--- config.mk ---
export PLATFORM = sky130hd
export DESIGN_NAME = unsigned_restoring_divider
export DESIGN_NICKNAME = d
export VERILOG_FILES = /design/src/rtl/unsigned_restoring_divider.sv
export SDC_FILE = /design/constraint.sdc
export NUM_CORES = 1
export LEC_CHECK = 0
export BUFFER_PORTS_ARGS = -buffer_cell sky130_fd_sc_hd__buf_2
export CAP_MARGIN = 20
export CELL_PAD_IN_SITES_DETAIL_PLACEMENT = 0
export CELL_PAD_IN_SITES_GLOBAL_PLACEMENT = 1
export CORE_ASPECT_RATIO = 1.25
export CORE_MARGIN = 4
export CORE_UTILIZATION = 43
export CTS_BUF_LIST = sky130_fd_sc_hd__clkbuf_16
export DETAILED_ROUTE_END_ITERATION = 8
export PLACE_DENSITY_LB_ADDON = 0.1
export SLEW_MARGIN = 30
export SYNTH_ARGS = -nofsm -noshare
export SYNTH_HDL_FRONTEND = slang
export SYNTH_SLANG_ARGS = --single-unit
--- constraint.sdc ---
create_clock -name clk -period 3.3 [get_ports clk]
set_input_delay 0.165 -clock clk [delete_from_list [all_inputs] [get_ports clk]]
set_output_delay 0.165 -clock clk [all_outputs]
set_load 0.005 [all_outputs]
--- src/rtl/unsigned_restoring_divider.sv ---
// ---------------------------------------------------------------------------
// unsigned_restoring_divider
//
// Multi-cycle unsigned restoring divider. A start pulse in IDLE latches the
// operands; the datapath then produces one quotient bit per clock, MSB first,
// and presents quotient/remainder with a one-cycle done pulse. A zero divisor
// short-circuits after a single busy cycle with quotient = all ones,
// remainder = dividend and div_by_zero set.
//
// Ports
//   clk          in   1      rising-edge clock
//   rst          in   1      asynchronous active-high reset
//   start        in   1      division request, honoured only in IDLE
//   dividend     in   WIDTH  unsigned dividend, sampled on the accepting edge
//   divisor      in   WIDTH  unsigned divisor, sampled on the accepting edge
//   busy         out  1      division in progress
//   done         out  1      one-cycle pulse, results valid
//   quotient     out  WIDTH  result quotient, held until the next result
//   remainder    out  WIDTH  result remainder, held until the next result
//   div_by_zero  out  1      latched divisor was zero; cleared on accept
// ---------------------------------------------------------------------------
module unsigned_restoring_divider #(
  parameter int WIDTH = 8
) (
  input  logic             clk,
  input  logic             rst,
  input  logic             start,
  input  logic [WIDTH-1:0] dividend,
  input  logic [WIDTH-1:0] divisor,
  output logic             busy,
  output logic             done,
  output logic [WIDTH-1:0] quotient,
  output logic [WIDTH-1:0] remainder,
  output logic             div_by_zero
);

  localparam int CNT_W = (WIDTH > 2) ? $clog2(WIDTH) : 1;

  typedef enum logic [1:0] {
    S_IDLE = 2'd0,
    S_RUN  = 2'd1,
    S_DONE = 2'd2
  } state_t;

  state_t r_state;
  state_t w_state_next;

  // Iteration registers. The partial remainder always stays below the
  // divisor, so WIDTH bits hold it; the extra bit lives only in w_diff.
  logic [WIDTH-1:0] r_div;
  logic [WIDTH-1:0] r_q;
  logic [WIDTH-1:0] r_rem;
  logic [CNT_W-1:0] r_count;
  logic             r_zero;

  logic [WIDTH-1:0] r_quotient;
  logic [WIDTH-1:0] r_remainder;
  logic             r_div_by_zero;

  logic             w_accept;
  logic             w_busy;
  logic             w_done;
  logic             w_last;

  logic [WIDTH:0]   w_r_shift;
  logic [WIDTH:0]   w_diff;
  logic             w_q_bit;
  logic [WIDTH-1:0] w_r_new;
  logic [WIDTH-1:0] w_q_new;

  // -------------------------------------------------------------------------
  // Control FSM
  // -------------------------------------------------------------------------
  always_ff @(posedge clk or posedge rst) begin
    if (rst) begin
      r_state <= S_IDLE;
    end else begin
      r_state <= w_state_next;
    end
  end

  always_comb begin
    w_state_next = r_state;
    w_accept     = 1'b0;
    w_busy       = 1'b0;
    w_done       = 1'b0;
    case (r_state)
      S_IDLE: begin
        if (start) begin
          w_accept     = 1'b1;
          w_state_next = S_RUN;
        end
      end
      S_RUN: begin
        w_busy = 1'b1;
        // A zero divisor spends exactly one busy cycle before reporting.
        if (r_zero || w_last) begin
          w_state_next = S_DONE;
        end
      end
      S_DONE: begin
        w_done       = 1'b1;
        w_state_next = S_IDLE;
      end
      default: begin
        w_state_next = S_IDLE;
      end
    endcase
  end

  // -------------------------------------------------------------------------
  // One restoring step: shift in the next dividend bit, trial-subtract.
  // -------------------------------------------------------------------------
  always_comb begin
    w_r_shift = {r_rem, r_q[WIDTH-1]};
    w_diff    = w_r_shift - {1'b0, r_div};
    w_q_bit   = ~w_diff[WIDTH];
    w_r_new   = w_q_bit ? w_diff[WIDTH-1:0] : w_r_shift[WIDTH-1:0];
    w_q_new   = {r_q[WIDTH-2:0], w_q_bit};
    w_last    = (r_count == CNT_W'(WIDTH - 1));
  end

  // -------------------------------------------------------------------------
  // Datapath and result registers
  // -------------------------------------------------------------------------
  always_ff @(posedge clk or posedge rst) begin
    if (rst) begin
      r_div         <= '0;
      r_q           <= '0;
      r_rem         <= '0;
      r_count       <= '0;
      r_zero        <= 1'b0;
      r_quotient    <= '0;
      r_remainder   <= '0;
      r_div_by_zero <= 1'b0;
    end else if (w_accept) begin
      r_div         <= divisor;
      r_q           <= dividend;
      r_rem         <= '0;
      r_count       <= '0;
      r_zero        <= (divisor == '0);
      r_div_by_zero <= 1'b0;
    end else if (w_busy) begin
      if (r_zero) begin
        // r_q still holds the untouched dividend here.
        r_quotient    <= '1;
        r_remainder   <= r_q;
        r_div_by_zero <= 1'b1;
      end else begin
        r_q     <= w_q_new;
        r_rem   <= w_r_new;
        r_count <= r_count + CNT_W'(1);
        if (w_last) begin
          r_quotient  <= w_q_new;
          r_remainder <= w_r_new;
        end
      end
    end
  end

  assign busy        = w_busy;
  assign done        = w_done;
  assign quotient    = r_quotient;
  assign remainder   = r_remainder;
  assign div_by_zero = r_div_by_zero;

endmodule

* Word-level counts from Yosys, hierarchy flattened
Index checks and enable logic that the tools add are counted.
** Cells by class
- Equality and inequality tests :: 6
- Mux-type cells :: 24
- Add/sub/neg operators :: 2
- Reductions and logical operators :: 10
- Bitwise logic cells :: 2
** Operator list (number)
- $mux W8 :: 11
- $mux W3 :: 3
- $sub A9 B8 Y9 :: 1
- $logic_not A8 Y1 :: 1
- $mux W1 :: 7
- $reduce_and A2 Y1 :: 3
- $reduce_bool A2 Y1 :: 3
- $mux W2 :: 2
- $ne A2 B2 Y1 const B :: 2
- $pmux W2 S2 :: 1
- $add A3 B1 Y3 const B :: 1
- $eq A3 B3 Y1 const B :: 1
- $reduce_and A3 Y1 :: 1
- $eq A2 B1 Y1 const B :: 1
- $eq A2 B2 Y1 const B :: 1
- $logic_not A2 Y1 :: 1
- $ne A2 B1 Y1 const B :: 1
- $not A1 Y1 :: 2
- $logic_or A1 B1 Y1 :: 1
** Word-level totals
- Flip-flop bits (word level) :: 47
- Word-level logic and storage cells :: 53

* Longest topological paths before layout
- Depth in word-level cells :: 5
- Gate-level depth with buffers :: 10
- Gate-level depth less buffers :: 9

* Worst setup path before layout
No wires, ideal clock.
- Path type :: flip-flop to flip-flop
- Start point :: reg r_q[7]
- End point :: reg r_remainder[7], in the netlist remainder[7]
- Stages on the path, launching flop included :: 11
- Clock period less this slack :: 2.344 ns
- Arrival :: 2.271 ns
- Path slack :: 0.956 ns
- Path through :: dfrtp_1 inv_1 ha_1 inv_1 fa_1 a211oi_2 o211ai_1 a221o_1 buf_6 a32o_1 a21oi_2
** On the way
- Cells in the longest elaborated chain, start to end :: 4
** Ends and longest elaborated chain
- from (decl) :: RTL line 51 : logic [WIDTH-1:0] r_q;
- from (signal assigned) :: RTL line 138 : r_q <= dividend;
- from (signal assigned) :: RTL line 150 : r_q <= w_q_new;
- $sub A9 B8 Y9 :: RTL line 116 : w_diff = w_r_shift - {1'b0, r_div};
- $mux W8 :: RTL line 118 : w_r_new = w_q_bit ? w_diff[WIDTH-1:0] : w_r_shift[WIDTH-1:0];
- $mux W8 :: RTL line 153 : if (w_last) begin
- $mux W8 * :: RTL line 144 : if (r_zero) begin
- to (signal assigned) :: RTL line 147 : r_remainder <= r_q;
- to (signal assigned) :: RTL line 155 : r_remainder <= w_r_new;
- to (decl) :: RTL line 57 : logic [WIDTH-1:0] r_remainder;
Mark *: on every way between the ends. The rest lies on a longest branch, timed or not. The select of a mux whose other input is x is not followed.
A chain may end at the register's enable or synchronous reset.

* Worst setup path in the final report
- Start point :: reg r_q[7]
- End point :: reg r_rem[0]
** On the way
- Cells in the longest elaborated chain, start to end :: 5
** Ends and longest elaborated chain
- $sub A9 B8 Y9 :: RTL line 116
- $mux W8 * :: RTL line 118
- $mux W8 * :: RTL line 144
- $mux W8 * :: RTL line 143 : end else if (w_busy) begin
- $mux W8 * :: RTL line 136 : end else if (w_accept) begin
- to (signal assigned) :: RTL line 151 : r_rem <= w_r_new;
- to (decl) :: RTL line 52 : logic [WIDTH-1:0] r_rem;
Marked as above.

==> flow_summary.yaml <==
clock_tree:
  max-clock-path-buffers: 2
  cts_tree: "built"
  root_buffer: "clkbuf_16"
  cts.sinks: 47
  clk_pin_slew_ns: 0.07
  cts_buffers: 5
  cts-htree-levels: 2
  clock_latency_ns: 0.28
final_layout:
  n_fill_cell: 545
  multi_input_area_um2: 1190
  diodes: 0
  area.sequential_um2: 1180
  nets: 342
  syn2layout_area_growth_pct: 15.7
  drive_above_1_share_pct: 17.6
timing:
  fmax_mhz: 365
  fin_crit_ns: 2.74
  tns_ns: 0
  rsz0062_at_grt: "no"
  setup_viol: 0
  relSlewSlack_pct: 49.9
  fin_crit_sh_pct: 83.1
  slew_violations: 0
  final-hold-violation-count: 0
  whs_ns: 0.0972
  worst_pin_slew_ns: 0.752
  fin_ws_ns: 0.558
  final.setup_skew_ns: 0.00696
routing:
  routed_via_density: 5.38
  first_pass_iters: 5
  post_drt_wl_per_cell_um: 16.0
  ant_nets: 0
  route.vias.total: 2028
  totalWireLength_um: 6050
  drt-initial-drc-count: 123
  drc: 0
yosys:
  postSynthCellCount: 276
  synth_top_area_share_pct: 47.3
  synthArstFlopShare_pct: 100
  synth_edf_count: 0
  yosys_warnings: 0
  yosysTopAreaCell: "dfrtp_1"
  ys.flop_type: "dfrtp_1"
  synth_nets: 306
  yosysSeqAreaShare_pct: 47.3
  syn-mean-instance-area_um2: 9.01
  synth_area_leaders: "dfrtp_1, nand2_1, o21ai_0"
  ys_types: 46
  synth_area_um2: 2490
  ys_ff_latch: 47
worst_setup_path:
  cp_top_family: "compound AO/OA/AOI/OAI gates"
  crit_path_frequent_cell: "inv_1"
  cp-end-kind: "flop"
  cp_cell_sequence: "inv_1, ha_1, inv_1, fa_1, a211oi_2, o211ai_1, a221o_1, mux2_1, o21ai_1"
  start_kind: "flop"
  cp.arrival_ns: 2.94
  crit_buf_inv: 2
  critPathRequiredTime_ns: 3.50
  cp_max_fo: 13
  path_class: "flop to flop"
  max_stage_delay_ns: 0.56
  critPathSlowestCell: "a221o_1"
pwr:
  power_leakage_nw: 1.40
  finalPower_mw: 3.12
  ir_drop_v: 0.000486
  power_density_nw_per_um2: 1080
placement:
  io_buffers: 37
  hpwl_um: 4310
  place_ws_ns: 0.597
  gp_congestion: 0.833
grt:
  antenna_found_initial: 0
  grt_use_total_pct: 18.3
  first_global_vias: 2013
  overflow: 0
  grt_max_degree: 48
  grt_pass1_wl_um: 10400
run:
  max-cap-violations: 0
run_status:
  status: "complete, no violations"
min_path:
  min_path_type: "input pin to flop"
floorplan:
  core_area_um2: 5520
  fp.dieW_um: 76.0
  die_area_um2: 7070
  rows: 30
  boundaryPins: 38
  die_h_um: 93.0
  initial_core_util_pct: 45.1
worst reg2reg max path, cell delays in order, from the launching register on:
cell      delay, ns
dfrtp_1        0.40
inv_1          0.08
ha_1           0.15
inv_1          0.05
fa_1           0.40
a211oi_2       0.30
o211ai_1       0.14
a221o_1        0.56
mux2_1         0.43
o21ai_1        0.14
where the power goes:
part	switching [mW]	internal [mW]
sequential	0.176	0.830
clock	0.209	0.277
combinational	0.956	0.676
area by class of cell:
class                      instances  share of cell area, %
multi-input combinational        199                   41.3
sequential                        47                   40.9
timing repair buffer              42                   7.83
clock buffer                       5                   4.35
tap                               64                   2.78
inverter                          17                   2.30
clock inverter                     3                  0.565
timing repair:
item                      CTS  global route
buffers inserted            0             0
resized for setup           0             0
hold endpoints to repair   47             0
hold buffers                1             0
state kept, by name (all words and copies together) (netlist names):
signal,cells
remainder,8
r_div,8
r_zero,1
quotient,8
r_state,2
r_count,3
div_by_zero,1
r_q,8
r_rem,8
cells in the final DEF (no fill, tap or decap), drive strengths merged, types with 2 or more instances in the layout:
cell,instances
buf,41
a31oi,8
a21oi,23
nor3b,2
nand2,53
ha,10
clkbuf,5
dfrtp,47
o211ai,2
o21ai,37
nor4,2
mux2i,6
a2111o,2
inv,18
nor2b,2
nor2,15
a211oi,3
or3,7
nand3,2
nand2b,3
xor2,4
worst paths after layout:
check / startpoint / end / cells past startpoint / slack [ns]
worst max register to register: r_q[7]$_DFFE_PP0P_ / r_rem[0]$_DFFE_PP0P_ / 9 / 0.56
worst max-delay path: r_q[7]$_DFFE_PP0P_ / r_rem[0]$_DFFE_PP0P_ / 9 / 0.56
worst min-delay path: divisor[0] / r_div[0]$_DFFE_PP0P_ / 3 / 0.1
min in group asynchronous: rst / r_div[0]$_DFFE_PP0P_ / 3 / 0.50
max in group asynchronous: rst / remainder[5]$_DFFE_PP0P_ / 3 / 2.39
worst min register to register: quotient[3]$_DFFE_PP0P_ / quotient[3]$_DFFE_PP0P_ / 2 / 0.46
synth_stat cells, types with 2 or more instances:
| library cell | n |
|---|---|
| nand2_1 | 53 |
| dfrtp_1 | 47 |
| o21ai_0 | 31 |
| a21oi_1 | 22 |
| inv_1 | 17 |
| nor2_1 | 15 |
| ha_1 | 10 |
| clkbuf_1 | 9 |
| a31oi_1 | 8 |
| or3_1 | 7 |
| mux2i_1 | 6 |
| o21ai_1 | 5 |
| xor2_1 | 4 |
| nand2b_1 | 3 |
| a2111o_1 | 2 |
| a211oi_2 | 2 |
| buf_2 | 2 |
| nand3_1 | 2 |
| nor2b_1 | 2 |
| nor4_1 | 2 |
| o211ai_1 | 2 |
per-stage QoR:
step                area (um^2)  utilization [%]  instances
floorplan                  2490                -        276
global placement           2720             49.4        368
detailed placement         2730             49.4        368
CTS                        2880             52.2        377
global route               2880             52.2        377
finish                     2880             52.2        377
per-layer routing:
layer / track usage (%) / up-vias / part of all wire (%)
met2: 29.5 / 37 / 47
met1: 24.8 / 951 / 47
met5: 0 / - / 0
met3: 3.47 / 4 / 3.9
li1: - / 1036 / -
met4: 5.64 / 0 / 1.4
kinds of logic after synthesis:
family | Yosys count | share of synthesized area [%]
AOI/OAI and AO/OA | 88 | 21.7
and+or+nand+nor | 88 | 15.6
DFF | 47 | 47.3
buffers and inverters | 30 | 4.93
adders and majority gates | 11 | 5.84
muxes | 7 | 2.87
xor gates and xnor gates | 5 | 1.76
Note: power is estimated with default switching activity, not from simulation.
